## src/rtl/mist32e10fa_arbiter_2to1_ordered.sv

```systemverilog
// Two-master to one-slave request arbiter with in-order response return.
// Requests are granted round-robin into a registered slave request stage.
// The winning master ID is recorded in an ordering FIFO so each slave
// response can be steered back to the master that issued the request.
module mist32e10fa_arbiter_2to1_ordered #(
   parameter int AW = 32,
   parameter int DW = 32,
   parameter int D  = 8,
   parameter int DN = 3
) (
   input  logic          iCLOCK,
   input  logic          inRESET,
   input  logic          iFLASH,
   // Master 0
   input  logic          iM0_REQ,
   output logic          oM0_BUSY,
   input  logic          iM0_RW,
   input  logic [AW-1:0] iM0_ADDR,
   input  logic [DW-1:0] iM0_DATA,
   output logic          oM0_VALID,
   output logic [DW-1:0] oM0_DATA,
   // Master 1
   input  logic          iM1_REQ,
   output logic          oM1_BUSY,
   input  logic          iM1_RW,
   input  logic [AW-1:0] iM1_ADDR,
   input  logic [DW-1:0] iM1_DATA,
   output logic          oM1_VALID,
   output logic [DW-1:0] oM1_DATA,
   // Slave
   output logic          oS_REQ,
   input  logic          iS_BUSY,
   output logic          oS_RW,
   output logic [AW-1:0] oS_ADDR,
   output logic [DW-1:0] oS_DATA,
   input  logic          iS_VALID,
   input  logic [DW-1:0] iS_DATA
);

   // Registered slave request stage
   logic          sReq_q,  sReq_d;
   logic          sRw_q,   sRw_d;
   logic [AW-1:0] sAddr_q, sAddr_d;
   logic [DW-1:0] sData_q, sData_d;

   // Ordering FIFO pointers carry one extra wrap bit
   logic [DN:0]   wr_q, wr_d;
   logic [DN:0]   rd_q, rd_d;
   logic          orderFifo_q [D];

   // Master that won most recently; the other one has priority on a tie
   logic          lastGrant_q, lastGrant_d;

   logic [DN:0]   count;
   logic          full;
   logic          empty;
   logic          stageFree;
   logic          canGrant;
   logic          grant0;
   logic          grant1;
   logic          head;
   logic          pop;

   // Occupancy is derived from the registered pointers only, so a pop in
   // the current cycle never frees a slot for a grant in the same cycle.
   assign count     = wr_q - rd_q;
   assign full      = (count == (DN+1)'(D));
   assign empty     = (wr_q == rd_q);

   // The stage can take a new request when it holds nothing or the slave
   // is consuming what it holds this cycle.
   assign stageFree = !sReq_q || !iS_BUSY;
   assign canGrant  = stageFree && !full && !iFLASH;

   // Round-robin: a lone requester wins; on a tie the non-last master wins.
   assign grant0    = canGrant && iM0_REQ && (!iM1_REQ || lastGrant_q);
   assign grant1    = canGrant && iM1_REQ && (!iM0_REQ || !lastGrant_q);

   assign oM0_BUSY  = !grant0;
   assign oM1_BUSY  = !grant1;

   // A response is matched to the oldest outstanding entry; responses that
   // arrive with nothing outstanding (or during a flash) are dropped.
   assign head      = orderFifo_q[rd_q[DN-1:0]];
   assign pop       = iS_VALID && !empty && !iFLASH;

   assign oM0_VALID = pop && !head;
   assign oM1_VALID = pop && head;
   assign oM0_DATA  = iS_DATA;
   assign oM1_DATA  = iS_DATA;

   assign oS_REQ    = sReq_q;
   assign oS_RW     = sRw_q;
   assign oS_ADDR   = sAddr_q;
   assign oS_DATA   = sData_q;

   // Next-state for the request stage, FIFO pointers and round-robin pointer
   always_comb begin
      sReq_d      = sReq_q;
      sRw_d       = sRw_q;
      sAddr_d     = sAddr_q;
      sData_d     = sData_q;
      wr_d        = wr_q;
      rd_d        = rd_q;
      lastGrant_d = lastGrant_q;

      if (iFLASH) begin
         sReq_d = 1'b0;
         wr_d   = '0;
         rd_d   = '0;
      end else begin
         if (grant0 || grant1) begin
            sReq_d      = 1'b1;
            sRw_d       = grant1 ? iM1_RW   : iM0_RW;
            sAddr_d     = grant1 ? iM1_ADDR : iM0_ADDR;
            sData_d     = grant1 ? iM1_DATA : iM0_DATA;
            wr_d        = wr_q + 1'b1;
            lastGrant_d = grant1;
         end else if (!iS_BUSY) begin
            sReq_d = 1'b0;
         end
         if (pop) begin
            rd_d = rd_q + 1'b1;
         end
      end
   end

   // State registers, cleared asynchronously; master 0 gets first priority
   always_ff @(posedge iCLOCK or negedge inRESET) begin
      if (!inRESET) begin
         sReq_q      <= 1'b0;
         sRw_q       <= 1'b0;
         sAddr_q     <= '0;
         sData_q     <= '0;
         wr_q        <= '0;
         rd_q        <= '0;
         lastGrant_q <= 1'b1;
      end else begin
         sReq_q      <= sReq_d;
         sRw_q       <= sRw_d;
         sAddr_q     <= sAddr_d;
         sData_q     <= sData_d;
         wr_q        <= wr_d;
         rd_q        <= rd_d;
         lastGrant_q <= lastGrant_d;
      end
   end

   // Record the winning master ID at the write slot on every grant
   always_ff @(posedge iCLOCK or negedge inRESET) begin
      if (!inRESET) begin
         for (int i = 0; i < D; i++) begin
            orderFifo_q[i] <= 1'b0;
         end
      end else if (grant0 || grant1) begin
         orderFifo_q[wr_q[DN-1:0]] <= grant1;
      end
   end

endmodule
```

## config.mk

```make
export PLATFORM = sky130hd
export DESIGN_NAME = mist32e10fa_arbiter_2to1_ordered
export DESIGN_NICKNAME = d
export VERILOG_FILES = /design/src/rtl/mist32e10fa_arbiter_2to1_ordered.sv
export SDC_FILE = /design/constraint.sdc
export NUM_CORES = 1
export LEC_CHECK = 0
export CORE_ASPECT_RATIO = 0.75
export CORE_UTILIZATION = 35
export CTS_CLUSTER_SIZE = 40
export DETAILED_ROUTE_END_ITERATION = 12
export MAX_ROUTING_LAYER = met4
export PLACE_DENSITY = 0.71
export SYNTH_ARGS = -nofsm -noshare
export SYNTH_HDL_FRONTEND = slang
export SYNTH_SLANG_ARGS = --single-unit
export TNS_END_PERCENT = 10
```

## constraint.sdc

```tcl
create_clock -name iCLOCK -period 5.6 [get_ports iCLOCK]
set_input_delay 0.56 -clock iCLOCK [delete_from_list [all_inputs] [get_ports iCLOCK]]
set_output_delay 0.56 -clock iCLOCK [all_outputs]
set_load 0.05 [all_outputs]
```

==> results.yml, run 1 <==
status:
  status: "finished clean"
timing:
  drv_slew: 0
  fmax_ghz: 0.2557
  finalCriticalPeriod_ps: 3912
  tightest_slew_ps: 1142
  skew_ps: 7.269
  fin_crit_sh_pct: 69.85
  setup_viol: 0
  relSlewSlack_pct: 23.85
  finalSetupTns_ps: 0
  hold_viol_final: 0
  holdWs_ps: 420.5
  rsz0062_at_grt: "false"
power:
  peakVddDrop_mv: 0.1743
  powerDensity_mw_per_mm2: 387.7
  p_total_w: 0.002826
  p_leak_nw: 2.936
worst_setup_path:
  crit_arrival_ps: 3350
  path_class: "flop to output pin"
  cp-end-kind: "output pin"
  required_ps: 5040
  worstPathMaxFanout: 52
  regToRegStartpoint: "wr_q[2]"
  startpoint_type: "flop"
  path_cells: "ha_1, and4bb_1, a21oi_2, o311ai_4, buf_4, or2_4, clkdlybuf4s50_1"
  cp-startpoint: "wr_q[2]"
  slowest_stage: "clkdlybuf4s50_1"
  slowest_delay_ps: 790
finish:
  n_fill_cell: 1299
  post-route-util_pct: 49.29
  area_growth_syn_to_layout_pct: 34.84
  antenna_cells: 0
  layout-drive-gt1-share_pct: 12.50
  final_nets: 825
hold_path:
  min_path_type: "input pin to async pin"
floorplanning:
  die_x_um: 145.5
  coreArea_mm2: 0.01479
  io_pins: 303
  die_h_um: 109.6
  initial_core_util_pct: 36.55
  rows: 38
  dieArea_mm2: 0.01595
placement:
  hpwl_mm: 9.781
  io_buffers: 206
  place.gp.congestion: 0.8556
synth:
  synth_flop_cell: "dfrtp_1"
  yosys.area.top_type: "dfrtp_1"
  avgSynthCellArea_um2: 9.991
  synth.most_common_cell: "dfrtp_1"
  synthTopCellsByCount: "dfrtp_1 (82), nand2_1 (77), o21ai_0 (67)"
  syn_nets: 715
  synth_cells: 541
  yosysSeqAreaShare_pct: 38.45
  ys_ff_latch: 83
  synthTopCellsByArea: "dfrtp_1 (38%), a2bb2oi_2 (12%), a21o_1 (9.0%)"
  synth.top_cell.area_share_pct: 37.96
  synth_edf_count: 0
  synthArstFlopShare_pct: 100.0
  syn_area_mm2: 0.005405
  ys_warn_count: 0
  ys_types: 45
cts:
  cts_tree: "done"
  cts-root-buf: "clkbuf_16"
  cts.hold.buffers_added: 0
  postCtsSetupBuffers: 0
  h-tree-depth: 3
  cts_buffers: 9
  clk_latency_ps: 330
  post_cts_resized: 0
  cts_max_path_buffers: 2
  clk_pin_slew_ps: 60
  clkSinkCount: 83
drt:
  dr.pass1.iters: 5
  drc: 0
  initialDrtViolationCount: 260
  post_drt_wl_per_cell_um: 17.24
  detail-route-antenna-nets: 0
  avgViaCountPerCell: 5.187
  vias: 4440
  finalWirelength_mm: 14.76
flow_run:
  maxCapViolCount: 0
global_routing:
  grt_first_pass_wirelength_mm: 23.30
  antenna_found_initial: 0
  globalRouteOverflowTotal: 0
  grt_max_degree: 93
  grt_pass1_vias: 4360
  groute.usage.overall_pct: 18.99
power breakdown:
part	total, W	internal (W)	switching [W]	leakage (nW)
clock	0.000629	0.000390	0.000239	0.150
combinational	0.00133	0.000528	0.000806	1.80
sequential	0.000863	0.000755	0.000109	0.988
worst max-delay path: cells and delay by family, from the launching register on:
kind,cells,cell delay (ps)
compound gates,2,280
simple gates,2,530
fa+ha+maj,1,370
buf+inv,2,1240
flops,1,600
through the flow:
step | instances | setup WS (ps) | cell area (um2)
global route | 856 | 1502 | 7288
global placement | 840 | 1961 | 6978
floorplan | 541 | 2629 | 5405
detailed placement | 840 | 1962 | 6978
finish | 856 | 1688 | 7288
CTS | 856 | 1665 | 7288
logic make-up (layout without fill, tap and decap cells):
logic type | Yosys count | count (layout) | synth area share [%]
buffers and inverters | 118 | 233 | 14.98
flip-flops | 83 | 83 | 38.45
XOR/XNOR | 5 | 5 | 0.9493
AO/OA/AOI/OAI | 222 | 222 | 34.70
adder cells (fa/ha/maj) | 5 | 5 | 1.157
AND/OR/NAND/NOR | 102 | 102 | 8.171
multiplexers | 6 | 6 | 1.597
per-layer routing:
layer  share of wire (%)  vias up  global-route usage [%]
li1                    -     2080                       -
met1                  46     2162                   24.95
met2                  46      182                   28.85
met3                 7.2       16                   6.100
met4                0.48        0                   3.534
met5                   0        -                       -
final cells by class:
| cell class | count | area, um2 | area share (%) |
|---|---|---|---|
| clock inverters | 5 | 77.57 | 1.064 |
| inverters | 5 | 18.77 | 0.2575 |
| well taps | 200 | 250.2 | 3.433 |
| flip-flops and latches | 83 | 2078 | 28.51 |
| repair buffers | 212 | 2100 | 28.81 |
| clock buffers | 11 | 232.7 | 3.193 |
| multi-input cells | 340 | 2531 | 34.73 |
path summary, 6_finish.rpt:
check / endpoint / slack [ps] / cells past startpoint
max in group asynchronous: orderFifo_q[5] / 4450 / 1
max reg2reg: oS_DATA[13] / 2140 / 8
min: oS_DATA[8] / 420 / 1
max: oM1_BUSY / 1690 / 7
min in group iCLOCK: orderFifo_q[5] / 500 / 2
min reg2reg: orderFifo_q[5] / 500 / 2
layout by cell type (no fill, tap or decap), types with 3 or more instances in the layout:
cell / instances
nor2_1: 6
mux2i_1: 3
a2bb2oi_2: 43
clkbuf_16: 9
o41ai_1: 3
o21ai_2: 5
o21ai_0: 67
buf_4: 7
nand2b_1: 4
dfrtp_1: 82
nand2_1: 76
clkdlybuf4s50_1: 204
inv_1: 5
xnor2_1: 3
a21o_1: 65
a2bb2oi_1: 22
ha_1: 5
o31ai_1: 8
state kept, by name, indices dropped and copies added, names as in the netlist:
| name | flops |
|---|---|
| lastGrant_q | 1 |
| oS_RW | 1 |
| wr_q | 4 |
| oS_REQ | 1 |
| orderFifo_q | 8 |
| oS_ADDR | 32 |
| rd_q | 4 |
| oS_DATA | 32 |
No activity file was read; power rests on OpenSTA's default activity.
==> inputs of run 2 (changes only) <==
- clock period: 5.6 -> 3.6 ns (I/O delays scaled with it)
==> results.yml, run 2 (synthesis gave the netlist of run 1 again) <==
drt:
  drc: 0
  initialDrtViolationCount: 295
  post_drt_wl_per_cell_um: 17.62
  dr.pass1.iters: 6
  detail-route-antenna-nets: 0
  avgViaCountPerCell: 5.209
  finalWirelength_mm: 15.07
  vias: 4454
cts:
  cts-root-buf: "clkbuf_16"
  clk_pin_slew_ps: 60
  clk_latency_ps: 330
  clkSinkCount: 83
  post_cts_resized: 0
  postCtsSetupBuffers: 0
  cts_max_path_buffers: 2
  cts.hold.buffers_added: 0
  cts_buffers: 9
  h-tree-depth: 3
  cts_tree: "done"
finish:
  post-route-util_pct: 49.37
  layout_common_cells: "clkdlybuf4s50_1 (202), dfrtp_1 (82), nand2_1 (76)"
  final_common_cell: "clkdlybuf4s50_1"
  fin_cells: 855
  final_nets: 824
  antenna_cells: 0
  n_fill_cell: 1311
  area_growth_syn_to_layout_pct: 35.05
  layout-drive-gt1-share_pct: 12.67
global_routing:
  globalRouteOverflowTotal: 0
  grt_first_pass_wirelength_mm: 23.87
  antenna_found_initial: 0
  grt_pass1_vias: 4471
  grt_max_degree: 144
  groute.usage.overall_pct: 19.43
worst_setup_path:
  slowest_delay_ps: 610
  path_cells: "ha_1, and4bb_1, a21oi_2, o311ai_4, buf_12, or2_2, buf_4"
  cp-end-kind: "output pin"
  regToRegStartpoint: "wr_q[2]"
  slowest_stage: "dfrtp_1"
  startpoint_type: "flop"
  required_ps: 3240
  cp-startpoint: "wr_q[2]"
  crit_arrival_ps: 2790
  worstPathMaxFanout: 143
  path_class: "flop to output pin"
placement:
  hpwl_mm: 10.01
  io_buffers: 206
  place.gp.congestion: 0.8345
  dp_cells: 839
timing:
  hold_viol_final: 0
  tightest_slew_ps: 1079
  drv_slew: 0
  setup_viol: 0
  rsz0062_at_grt: "false"
  skew_ps: 6.295
  fin_crit_sh_pct: 87.55
  finalCriticalPeriod_ps: 3152
  relSlewSlack_pct: 28.06
  fmax_ghz: 0.3173
  finalSetupTns_ps: 0
  holdWs_ps: 219.4
power:
  p_leak_nw: 2.937
  powerDensity_mw_per_mm2: 595.7
  p_total_w: 0.004348
  peakVddDrop_mv: 0.3134
hold_path:
  min_path_type: "input pin to async pin"
floorplanning:
  dieArea_mm2: 0.01595
  io_pins: 303
  rows: 38
  die_h_um: 109.6
  die_x_um: 145.5
  coreArea_mm2: 0.01479
  initial_core_util_pct: 36.55
status:
  status: "finished clean"
flow_run:
  maxCapViolCount: 0
==> run 2: where the power goes <==
part | total (W) | switching (W) | internal, W
Combinational | 0.00208 | 0.00125 | 0.000821
Clock | 0.000927 | 0.000370 | 0.000556
Sequential | 0.00135 | 0.000172 | 0.00117
Total | 0.00435 | 0.00180 | 0.00255
==> run 2: layout make-up <==
| type | count | area, um2 | area share [%] |
|---|---|---|---|
| clock buffer | 12 | 246.5 | 3.377 |
| tap | 200 | 250.2 | 3.428 |
| clock inverter | 4 | 50.05 | 0.6856 |
| multi-input combinational | 340 | 2531 | 34.68 |
| inverter | 5 | 18.77 | 0.2571 |
| sequential | 83 | 2078 | 28.47 |
| timing repair buffer | 211 | 2125 | 29.11 |
==> run 2: final timing paths <==
kind | depth (start not counted) | slack (ps) | to
min | 1 | 220 | oS_DATA[10]
min in group iCLOCK | 2 | 520 | lastGrant_q
min reg2reg | 2 | 520 | lastGrant_q
max in group asynchronous | 1 | 2690 | oS_DATA[17]
max | 7 | 450 | oM0_BUSY
max reg2reg | 7 | 750 | oS_DATA[16]
==> run 2: metal layers <==
layer  share of wire (%)  up-vias  track usage (%)
met3                 8.1       12            6.017
met1                  45     2161            25.23
met5                   0        -                -
li1                    -     2083                -
met2                  46      198            30.46
met4                0.46        0            2.782
==> run 2: through the flow <==
stage / area, um2 / setup slack [ps]
floorplan: 5405 / 828.9
global placement: 7003 / 828.6
detailed placement: 7003 / 737.4
CTS: 7300 / 377.5
global route: 7300 / 149.4
finish: 7300 / 448.3
==> run 2: critical path, delay by kind of cell (launching register included) <==
kind            cells  cell delay [ps]
buf+inv             2              620
flops               1              610
simple gates        2              510
fa+ha+maj           1              370
compound gates      2              340
==> inputs of run 3 (changes only) <==
- CTS_CLUSTER_DIAMETER: not set -> 200
- SETUP_SLACK_MARGIN: not set -> 0.05
- TNS_END_PERCENT: 10 -> not set
==> results of run 3 <==
The final DEF is identical to that of run 2; final timing and power are the same.
==> RTL change, RTL diff (settings of run 3) <==
Set the parameter `D` to 16 (it was 8).
--- a/src/rtl/mist32e10fa_arbiter_2to1_ordered.sv
+++ b/src/rtl/mist32e10fa_arbiter_2to1_ordered.sv
@@ -5,7 +5,7 @@
 module mist32e10fa_arbiter_2to1_ordered #(
    parameter int AW = 32,
    parameter int DW = 32,
-   parameter int D  = 8,
+   parameter int D  = 16,
    parameter int DN = 3
 ) (
    input  logic          iCLOCK,
Formal check against the unedited RTL: not equivalent (a bounded check fails within 4 cycles, from zero or initial values and one cycle with inRESET low).
==> RTL change against run 3 <==
Total power is 56% higher. Critical path depth is 1 lower. Synthesized area is 4.9% higher. Sequential cell count stayed put. Synthesized cell count is 2.8% higher. Routed wire length is 18% higher. Design area is 4.5% higher. Setup slack worse by 0.15 ns. Largest power group unchanged. Highest routed layer unchanged.
==> RTL change: results (changes against run 3) <==
| Metric | Value |
|---|---|
| Peak per-stage delay on the critical path | 0.86 ns (+0.25 ns) |
| Share of cell area taken by multi-input logic gates | 0.3640 (+0.01723) |
| Tightest hold margin | 0.1211 ns (-0.09829 ns) |
| Worst Reg-to-Reg Cells | 6 (-1) |
| Met2 track demand over resource in global routing | 0.3522 (+0.04765) |
| Share of cell area taken by muxes after synthesis | 0.01148 (-0.004493) |
| Avg Vias per Cell | 5.834 (+12%) |
| Layout Nets | 833 (+1.1%) |
| Adder and majority gate portion of the synthesized area | 0.01104 (-0.0005365) |
| Fraction of the mapped netlist area in compound gates | 0.3611 (+0.01416) |
| Critical path data arrival time | 2.95 ns (+0.16 ns) |
| Run status | completed |
| Worst r2r dst | oS_ADDR[22] |
| Placer's final routability congestion estimate | 0.8867 (+6.3%) |
| Number of nets produced by synthesis | 730 (+2.1%) |
| Worst setup slack for register-to-register paths | 0.71 ns (-0.04 ns) |
| Starting DRC count in detailed routing | 283 (-4.1%) |
| Total iterations of the first detailed-routing run | 4 (-2) |
| Post-DP Area | 7315 um^2 (+4.4%) |
| Leakage power | 0.003105 uW (+5.7%) |
| Commonest cells in the synthesized netlist | sky130_fd_sc_hd__dfrtp_1 (82), sky130_fd_sc_hd__nand3_1 (71), sky130_fd_sc_hd__buf_4 (66) |
| Global-route wire length before repair | 28320 um (+19%) |
| Maximum clock skew at final layout | 0.006675 ns (+0.0003800 ns) |
| Critical path destination | oM0_VALID |
| Non-CTS buffers | 220 (+4.3%) |
| Wl on met1 | 7649 um (+13%) |
| Sequential share of the synthesized area | 0.3667 (-0.01782) |
| Unique masters post-synth | 40 (-11%) |
RTL change: cell types whose count changed in the layout (fill, tap and decap cells not counted), sizes merged, moves of 3 or more:
| cell | delta |
|---|---|
| o311ai | +3 |
| o31ai | +57 |
| o211ai | +4 |
| or3 | +4 |
| o21ai | -59 |
| o41ai | +5 |
| or2 | -3 |
| buf | +9 |
| nand2 | -74 |
| nand3 | +70 |
RTL change: per-stage QoR:
stage	std cells	util	total power (uW)
4_1_cts	868	0.4918	6810
3_3_place_gp	853	0.4714	5682
3_5_place_dp	853	0.4714	5787
2_1_floorplan	556	-	4604
6_report	868	0.4918	6767
5_1_grt	868	0.4918	7111
RTL change: report_power, final:
group / total [uW] / internal, uW / switching (uW)
Sequential: 1650 / 1360 / 289
Clock: 995 / 621 / 374
Combinational: 4120 / 1510 / 2610
Total: 6770 / 3490 / 3270
